$ cat src/rtl/fetch_unit_pkg.sv
// Shared constants and helpers for the instruction fetch stage.
// Holds the default reset PC, the fault cause codes and the counter-width helper.
package fetch_unit_pkg;

  localparam logic [31:0] RESET_PC_DEF = 32'h0000_0000;

  typedef enum logic [1:0] {
    FAULT_NONE              = 2'd0,
    FAULT_MISALIGNED_TARGET = 2'd1
  } fault_cause_e;

  function automatic int unsigned cnt_width(input int unsigned depth);
    return $clog2(depth + 1);
  endfunction

  function automatic logic target_misaligned(input logic [1:0] low_bits);
    return (low_bits != 2'b00);
  endfunction

endpackage

$ cat src/rtl/fetch_queue.sv
// In-order circular buffer of fetch entries {pc, data, filled}.
// Entries are allocated at request time and filled in order as responses return.
module fetch_queue
  import fetch_unit_pkg::*;
#(
  parameter int unsigned XLEN  = 32,
  parameter int unsigned DEPTH = 2,
  localparam int unsigned CNT_W = cnt_width(DEPTH)
) (
  input  logic             clock,
  input  logic             reset_n,
  input  logic             alloc,
  input  logic [XLEN-1:0]  alloc_pc,
  input  logic             fill,
  input  logic [XLEN-1:0]  fill_data,
  input  logic             pop,
  input  logic             flush,
  output logic             head_filled,
  output logic [XLEN-1:0]  head_pc,
  output logic [XLEN-1:0]  head_data,
  output logic [CNT_W-1:0] count,
  output logic [CNT_W-1:0] unfilled
);

  localparam int unsigned PTR_W = $clog2(DEPTH);

  logic [XLEN-1:0]  pc_r   [DEPTH];
  logic [XLEN-1:0]  data_r [DEPTH];
  logic [DEPTH-1:0] filled_r;
  logic [PTR_W-1:0] head_r, tail_r, fill_ptr_r;
  logic [CNT_W-1:0] count_r, unfilled_r;
  logic             do_fill_s, do_pop_s;

  // A fill with nothing outstanding or a pop of an empty head is ignored.
  always_comb begin
    do_fill_s = fill && (unfilled_r != {CNT_W{1'b0}});
    do_pop_s  = pop && filled_r[head_r];
  end

  // Pointer, occupancy and entry storage update; flush empties everything.
  always_ff @(posedge clock or negedge reset_n) begin
    if (!reset_n) begin
      for (int unsigned i = 0; i < DEPTH; i++) begin
        pc_r[i]   <= {XLEN{1'b0}};
        data_r[i] <= {XLEN{1'b0}};
      end
      filled_r   <= {DEPTH{1'b0}};
      head_r     <= {PTR_W{1'b0}};
      tail_r     <= {PTR_W{1'b0}};
      fill_ptr_r <= {PTR_W{1'b0}};
      count_r    <= {CNT_W{1'b0}};
      unfilled_r <= {CNT_W{1'b0}};
    end else if (flush) begin
      filled_r   <= {DEPTH{1'b0}};
      head_r     <= {PTR_W{1'b0}};
      tail_r     <= {PTR_W{1'b0}};
      fill_ptr_r <= {PTR_W{1'b0}};
      count_r    <= {CNT_W{1'b0}};
      unfilled_r <= {CNT_W{1'b0}};
    end else begin
      if (alloc) begin
        pc_r[tail_r] <= alloc_pc;
        tail_r       <= tail_r + PTR_W'(1);
      end
      if (do_fill_s) begin
        data_r[fill_ptr_r]   <= fill_data;
        filled_r[fill_ptr_r] <= 1'b1;
        fill_ptr_r           <= fill_ptr_r + PTR_W'(1);
      end
      if (do_pop_s) begin
        filled_r[head_r] <= 1'b0;
        head_r           <= head_r + PTR_W'(1);
      end
      count_r    <= count_r + CNT_W'(alloc) - CNT_W'(do_pop_s);
      unfilled_r <= unfilled_r + CNT_W'(alloc) - CNT_W'(do_fill_s);
    end
  end

  assign head_filled = filled_r[head_r];
  assign head_pc     = pc_r[head_r];
  assign head_data   = data_r[head_r];
  assign count       = count_r;
  assign unfilled    = unfilled_r;

endmodule

$ cat src/rtl/fetch_unit_chk.sv
// Protocol checks for the fetch stage: no orphan responses, queue never over-allocated.
module fetch_unit_chk
  import fetch_unit_pkg::*;
#(
  parameter int unsigned DEPTH = 2,
  localparam int unsigned CNT_W = cnt_width(DEPTH)
) (
  input logic             clock,
  input logic             reset_n,
  input logic             resp_valid,
  input logic [CNT_W-1:0] drop_cnt,
  input logic [CNT_W-1:0] unfilled,
  input logic [CNT_W-1:0] count
);

  a_no_orphan_resp: assert property (@(posedge clock) disable iff (!reset_n)
    !(resp_valid && (drop_cnt == {CNT_W{1'b0}}) && (unfilled == {CNT_W{1'b0}})));

  a_count_bound: assert property (@(posedge clock) disable iff (!reset_n)
    (count <= CNT_W'(DEPTH)));

endmodule

$ cat src/rtl/fetch_unit.sv
// Instruction fetch stage: owns the PC, issues credit-limited word requests and
// feeds decode from an in-order queue, dropping stale responses after a redirect.
module fetch_unit
  import fetch_unit_pkg::*;
#(
  parameter int unsigned      XLEN     = 32,
  parameter logic [XLEN-1:0]  RESET_PC = RESET_PC_DEF,
  parameter int unsigned      DEPTH    = 2
) (
  input  logic            clock,
  input  logic            reset_n,
  input  logic            redirect,
  input  logic [XLEN-1:0] redirect_pc,
  output logic            imem_req_valid,
  input  logic            imem_req_ready,
  output logic [XLEN-1:0] imem_req_addr,
  input  logic            imem_resp_valid,
  input  logic [XLEN-1:0] imem_resp_data,
  output logic            inst_valid,
  input  logic            inst_ready,
  output logic [XLEN-1:0] inst,
  output logic [XLEN-1:0] inst_pc,
  output logic            fetch_fault
);

  localparam int unsigned     CNT_W   = cnt_width(DEPTH);
  localparam logic [XLEN-1:0] PC_STEP = XLEN'(32'd4);

  logic [XLEN-1:0]  pc_r;
  logic [CNT_W-1:0] drop_cnt_r;
  logic             fault_r;
  logic [CNT_W-1:0] q_count_s, q_unfilled_s, drop_next_s;
  logic             credit_s, req_fire_s, resp_drop_s, fill_s, pop_s;

  // Handshake qualification and stale-response accounting.
  always_comb begin
    credit_s       = (q_count_s < CNT_W'(DEPTH));
    imem_req_valid = reset_n && credit_s && !redirect && !fault_r;
    req_fire_s     = imem_req_valid && imem_req_ready;
    resp_drop_s    = imem_resp_valid && (drop_cnt_r != {CNT_W{1'b0}});
    fill_s         = imem_resp_valid && !resp_drop_s && !redirect;
    pop_s          = inst_valid && inst_ready && !redirect;
    // Any response in a redirect cycle is consumed here, so it comes off the total.
    if (redirect) begin
      drop_next_s = drop_cnt_r + q_unfilled_s - CNT_W'(imem_resp_valid);
    end else begin
      drop_next_s = drop_cnt_r - CNT_W'(resp_drop_s);
    end
  end

  // PC, drop counter and sticky misaligned-target fault.
  always_ff @(posedge clock or negedge reset_n) begin
    if (!reset_n) begin
      pc_r       <= RESET_PC;
      drop_cnt_r <= {CNT_W{1'b0}};
      fault_r    <= 1'b0;
    end else begin
      drop_cnt_r <= drop_next_s;
      if (redirect) begin
        pc_r    <= redirect_pc;
        fault_r <= target_misaligned(redirect_pc[1:0]);
      end else if (req_fire_s) begin
        pc_r <= pc_r + PC_STEP;
      end
    end
  end

  assign imem_req_addr = pc_r;
  assign fetch_fault   = fault_r;

  fetch_queue #(
    .XLEN  (XLEN),
    .DEPTH (DEPTH)
  ) u_queue (
    .clock       (clock),
    .reset_n     (reset_n),
    .alloc       (req_fire_s),
    .alloc_pc    (pc_r),
    .fill        (fill_s),
    .fill_data   (imem_resp_data),
    .pop         (pop_s),
    .flush       (redirect),
    .head_filled (inst_valid),
    .head_pc     (inst_pc),
    .head_data   (inst),
    .count       (q_count_s),
    .unfilled    (q_unfilled_s)
  );

  fetch_unit_chk #(
    .DEPTH (DEPTH)
  ) u_chk (
    .clock      (clock),
    .reset_n    (reset_n),
    .resp_valid (imem_resp_valid),
    .drop_cnt   (drop_cnt_r),
    .unfilled   (q_unfilled_s),
    .count      (q_count_s)
  );

endmodule

$ cat config.mk
export PLATFORM = sky130hd
export DESIGN_NAME = fetch_unit
export DESIGN_NICKNAME = d
export VERILOG_FILES = /design/src/rtl/fetch_unit_pkg.sv /design/src/rtl/fetch_queue.sv /design/src/rtl/fetch_unit_chk.sv /design/src/rtl/fetch_unit.sv
export SDC_FILE = /design/constraint.sdc
export NUM_CORES = 1
export LEC_CHECK = 0
export ABC_AREA = 1
export CORE_MARGIN = 4
export CORE_UTILIZATION = 47
export CTS_CLUSTER_SIZE = 16
export DETAILED_ROUTE_END_ITERATION = 12
export GPL_TIMING_DRIVEN = 1
export PLACE_DENSITY = 0.77
export REMOVE_ABC_BUFFERS = 1
export SLEW_MARGIN = 20
export SYNTH_ARGS = -nofsm -noshare
export SYNTH_HDL_FRONTEND = slang
export SYNTH_SLANG_ARGS = --single-unit
export TNS_END_PERCENT = 1
$ cat constraint.sdc
create_clock -name clock -period 1.6 [get_ports clock]
set_input_delay 0.24 -clock clock [delete_from_list [all_inputs] [get_ports clock]]
set_output_delay 0.24 -clock clock [all_outputs]
set_load 0.05 [all_outputs]
After elaboration in Yosys (flattened, before gate mapping)
Index checks and enable logic that the tools add are counted.
- flip-flop bits (word level): 172
- input bits: 70
- output and inout bits: 99
- logic and storage cells: 100
- $add $sub $neg: 11
- magnitude comparators: 10
- multiplexer cells: 33
- bitwise operators: 7
- reductions and logical operators: 26
- operators by type and width (cell ; number):
    2-to-1 mux 32 bit ; 10
    bitwise mux 64 bit ; 2
    demux 32 bit (select 1 bit) ; 2
    adder 32 x 3 -> 32 bit (second input constant) ; 1
    logical AND 1 bit ; 15
    2-to-1 mux 2 bit ; 7
    nonzero test 2 bit ; 6
    2-to-1 mux 1 bit ; 10
    subtractor 2 x 1 -> 2 bit ; 4
    greater-or-equal comparator 2 bit (second input constant) ; 3
    inverter 1 -> 2 bit ; 3
    adder 2 x 1 -> 2 bit ; 2
    < comparator 1 x 2 -> 1 bit (second input constant) ; 2
    < comparator 2 x 1 -> 1 bit (second input constant) ; 2
    AND reduction 2 bit ; 2
    adder 1 bit (second input constant) ; 3
    zero test 1 bit ; 3
    adder 2 bit ; 1
    AND 2 bit ; 1
    demux 1 bit (select 1 bit) ; 2
    greater-or-equal comparator 1 bit (second input constant) ; 2
    < comparator 2 bit (second input constant) ; 1
    inverter 2 bit ; 1
    OR 2 bit ; 1
    inverter 1 bit ; 1

Logic depth before layout (Yosys ltp)
- depth in word-level cells: 11
- depth in mapped cells: 11
- gate-level depth less buffers: 10

Cells and area by module
From an unflattened synthesis, not the netlist that was laid out.
- cells, all modules: 1175
- area, all modules: 8758.4 um2
- by module, submodules not included (module ; instances ; cells an instance ; area an instance (um2) ; seq. area each (um2)):
    fetch_queue ; 1 ; 788 ; 6261.0 ; 3428.3
    fetch_unit ; 1 ; 387 ; 2497.4 ; 875.8

Least setup slack after synthesis
OpenSTA, ideal clock, no wires.
- path type: register to register
- start point: reg u_queue.head_r
- end point: reg u_queue.count_r[1], in the netlist u_queue.count[1]
- setup time: 132 ps
- arrival: 1893 ps
- data required time: 1468 ps
- slack: -425 ps
- stages on the path, launching flop included: 12
- path buffers: 1
- period minus slack after synthesis: 2025 ps
- cell sequence: dfrtp_1 > buf_2 > clkinv_1 > nand2_1 > nand2_1 > nand2_1 > nor2_1 > ha_1 > inv_1 > ha_1 > xor2_1 > nor2_1
- word-level cells in the longest chain between the ends: 7
- RTL lines (element ; line ; RTL):
    from (decl) ; fetch_queue.sv:30 ; logic [PTR_W-1:0] head_r, tail_r, fill_ptr_r;
    from (signal assigned) ; fetch_queue.sv:48 ; head_r <= {PTR_W{1'b0}};
    from (signal assigned) ; fetch_queue.sv:55 ; head_r <= {PTR_W{1'b0}};
    from (signal assigned) ; fetch_queue.sv:72 ; head_r <= head_r + PTR_W'(1);
    2-to-1 mux 1 bit (implied by the code) * (2 in a row) ; fetch_queue.sv:79 ; assign head_filled = filled_r[head_r];
    via inst_valid ; fetch_unit.sv:19 ; output logic inst_valid,
    logical AND 1 bit (2 in a row) ; fetch_unit.sv:42 ; pop_s = inst_valid && inst_ready && !redirect;
    logical AND 1 bit * ; fetch_queue.sv:37 ; do_pop_s = pop && filled_r[head_r];
    subtractor 2 x 1 -> 2 bit * ; fetch_queue.sv:74 ; count_r <= count_r + CNT_W'(alloc) - CNT_W'(do_pop_s);
    2-to-1 mux 2 bit * ; fetch_queue.sv:53 ; end else if (flush) begin
    to (signal assigned) ; fetch_queue.sv:51 ; count_r <= {CNT_W{1'b0}};
    to (signal assigned) ; fetch_queue.sv:58 ; count_r <= {CNT_W{1'b0}};
    to (signal assigned) ; fetch_queue.sv:74 ;
    to (decl) ; fetch_queue.sv:31 ; logic [CNT_W-1:0] count_r, unfilled_r;
The timed path passes the listed nets; every way through them passes the cells marked *. The select of a mux whose other input is x is not followed.
A chain may end at the register's enable or synchronous reset.

Worst setup path in the final report
- start point: reg u_queue.head_r
- end point: out inst[4]
- word-level cells in the longest chain between the ends: 4
- RTL lines (element ; line ; RTL):
    inverter 1 -> 2 bit (implied by the code) ; fetch_queue.sv:81 ; assign head_data = data_r[head_r];
    2-to-1 mux 32 bit (implied by the code) (3 in a row) ; fetch_queue.sv:81 ;
    to (decl) ; fetch_unit.sv:21 ; output logic [XLEN-1:0] inst,
Every way passes these cells. The select of a mux whose other input is x is not followed.

==> metrics <==
data required time of the worst path=1.36 ns; Die W=143 µm; CP Buf/Inv Count=3; total track usage=23.0%; Achievable Freq=0.538 GHz; most used routing layer=met2; met2 usage=36.8%; Post-Route Skew=0.0105 ns; final antenna-violating net count=0; TNS Setup=-13.46 ns; Synth cell types=31; Slowest cell on crit path=dfrtp_2; fraction of layout cells with a size suffix above 1=19.6%; CTS Buf Count=17; VDD IR max=1.09 mV; share of the synthesized area in the top cell type=50.5%; Crit Path Class=flip-flop to primary output; CP Capture Type=primary output; wire length per cell=15.4 µm; Antenna Cells=0; DR iter-0 viols=685; Mapped Area=8520 µm²; power per cell area=1380 nW/µm²; delay-heaviest family, CP=buffers and inverters; CTS tree=done; clk buf depth=2; largest net degree at the start of global routing=160; Post-Route WL=23800 µm; Pwr Total=16.8 mW; CP Launch Type=flip-flop; vias per inst=5.12; GP Congestion=0.922; Worst-Margin Slew=0.905 ns; unrepaired setup endpoints after global routing=true; area leader, netlist=dfrtp_1; IO buf count=168; IO Pins=169; final period utilization=116%; post-DP HPWL=15800 µm; number of remaining DRC errors=0; final setup fails=67; cells along the critical path=clkbuf_16, o21ai_0, buf_4, buf_12; maxcap violations=0; Layout Nets=1390; DP Worst Slack=-0.255 ns; Die Footprint=20300 µm²; vias in the first global route=7551; CTS H-tree depth=4; violated checks=negative setup slack; status=complete, but fails checks; cell count after synthesis=1098; initial antenna violation count=0; Final Critical Period=1.86 ns; CTS Sinks=172; Overflow after GRT=0; fraction of registers with async set/reset=100%; Synth area leaders=dfrtp_1 51%, nand2_1 19%, o21ai_0 8.1%; GR Layer Usage met1=32.3%; Syn-to-layout area delta=42.5%; CORE AREA=17500 µm²; Fill cells=1340; Seq/Total Area, Yosys=50.5%; Worst Hold Class=input port to flip-flop; synth warn=0; Final Util=69.2%; Root Buffer=clkbuf_16; Synth Area per Inst=7.76 µm²; worst skew pair latency=0.43 ns; clock-pin slew on the worst setup and hold paths=0.06 ns; worst hold slack=0.142 ns; critical path peak fanout=32; Vias=7927; drt pass-1 iters=5; synthesis-stage register bit count=172; Arr. time, crit path=1.62 ns; initial core utilization=48.6%; row count=48; Crit path largest cell delay=0.49 ns; grt met3 use=4.86%; relative slew slack=39.7%; Die Span Y=143 µm; P_leak=5.99 nW; number of synthesized flops with an enable pin=0; PnR worst setup slack=-0.259 ns; Fin. Hold Viols=0; Synth Flop Type=dfrtp_1; max-slew violation count=0; first-pass GRT wire length=37600 µm
## final cells by class
| cell class | instances | area (µm²) | area share (%) |
|---|---|---|---|
| Sequential cell | 172 | 4310 | 35.5 |
| Multi-Input combinational cell | 768 | 3570 | 29.4 |
| Timing Repair Buffer | 248 | 2980 | 24.6 |
| Clock buffer | 20 | 457 | 3.76 |
| Inverter | 105 | 399 | 3.29 |
| Tap cell | 225 | 282 | 2.32 |
| Clock inverter | 10 | 141 | 1.16 |
## layer usage
metal | vias to the layer above | part of all wire, %
li1 | 3891 | -
met1 | 3732 | 43
met2 | 280 | 48
met3 | 24 | 7.6
met4 | 0 | 0.93
met5 | - | 0
## state kept, by name, indices dropped and copies added, names as in the netlist
name	count
u_queue.filled_r	2
imem_req_addr	32
u_queue.unfilled	2
u_queue.pc_r	64
u_queue.tail_r	1
fetch_fault	1
drop_cnt_r	2
u_queue.count	2
u_queue.fill_ptr_r	1
u_queue.data_r	64
u_queue.head_r	1
## worst register-to-register path: cells and delay by family (launching register included)
| family | cells | cell delay [ns] |
|---|---|---|
| simple gates | 5 | 0.36 |
| fa+ha+maj | 2 | 0.38 |
| buf+inv | 2 | 0.18 |
| xor+xnor | 1 | 0.14 |
| flops | 1 | 0.49 |
## per-stage QoR
stage | instances | cell area [µm²]
floorplan | 1045 | 8200
global placement | 1514 | 11300
detailed placement | 1514 | 11300
CTS | 1546 | 12000
global route | 1548 | 12100
finish | 1548 | 12100
## layout by cell type, fill, tap and decap left out, drive strengths merged
cell type / instances
xnor2: 6
or2: 1
dlymetal6s4s: 1
dlygate4sd3: 1
buf: 178
dfrtp: 172
inv: 105
nor2: 56
nor3: 4
clkinvlp: 2
nand3: 49
ha: 8
clkinv: 5
nand4: 3
and2: 1
clkbuf: 21
clkdlybuf4s50: 67
nand2: 435
bufinv: 3
xor2: 5
o21ai: 191
o221ai: 1
o211ai: 7
a21oi: 1
## synthesized netlist by cell type (2+ instances only)
cell type  count
o211ai_1       7
buf_6         11
ha_1           8
o21ai_1       31
nand3_1       49
nor2_2         8
nor2_1        47
o21ai_2       22
xnor2_1        6
clkinv_1       2
xor2_1         5
nand4_1        2
clkbuf_1      25
o21ai_0      138
nand2_1      432
nor3_1         3
inv_1        101
buf_4          5
dfrtp_1      172
buf_2         12
nand2_2        2
## what timing repair did
| action | in CTS | in global routing |
|---|---|---|
| hold buffers | 1 | 1 |
| setup buffers | 0 | 0 |
| endpoints found under the setup margin | 74 | 90 |
| endpoints found under the hold margin | 13 | 13 |
| gates resized for setup | 48 | 35 |
| cloned | 1 | 1 |
## final timing paths
| path | end | slack, ns | depth (start not counted) | from |
|---|---|---|---|---|
| max | inst[4] | -0.26 | 4 | u_queue.head_r |
| min | u_queue.count[1] | 0.14 | 2 | redirect |
| max reg2reg | u_queue.count[1] | -0.07 | 10 | u_queue.head_r |
| min reg2reg | u_queue.pc_r[35] | 0.48 | 2 | u_queue.pc_r[35] |
| max in group asynchronous | u_queue.pc_r[8] | 0.56 | 3 | reset_n |
| min in group asynchronous | drop_cnt_r[0] | 0.23 | 3 | reset_n |
## power by group
group	internal [mW]	leakage, nW	switching, mW
Sequential	5.11	2.16	0.400
Clock	2.52	0.288	1.68
Combinational	3.02	3.55	4.07
## kinds of logic after synthesis
logic type	count (synthesis)	synth area share, %
buffers and inverters	158	8.36
AOI/OAI and AO/OA	200	13.0
DFF	172	50.5
xor gates and xnor gates	11	1.13
and+or+nand+nor	549	25.8
adders and majority gates	8	1.18
Note: power is estimated with default switching activity, not from simulation.
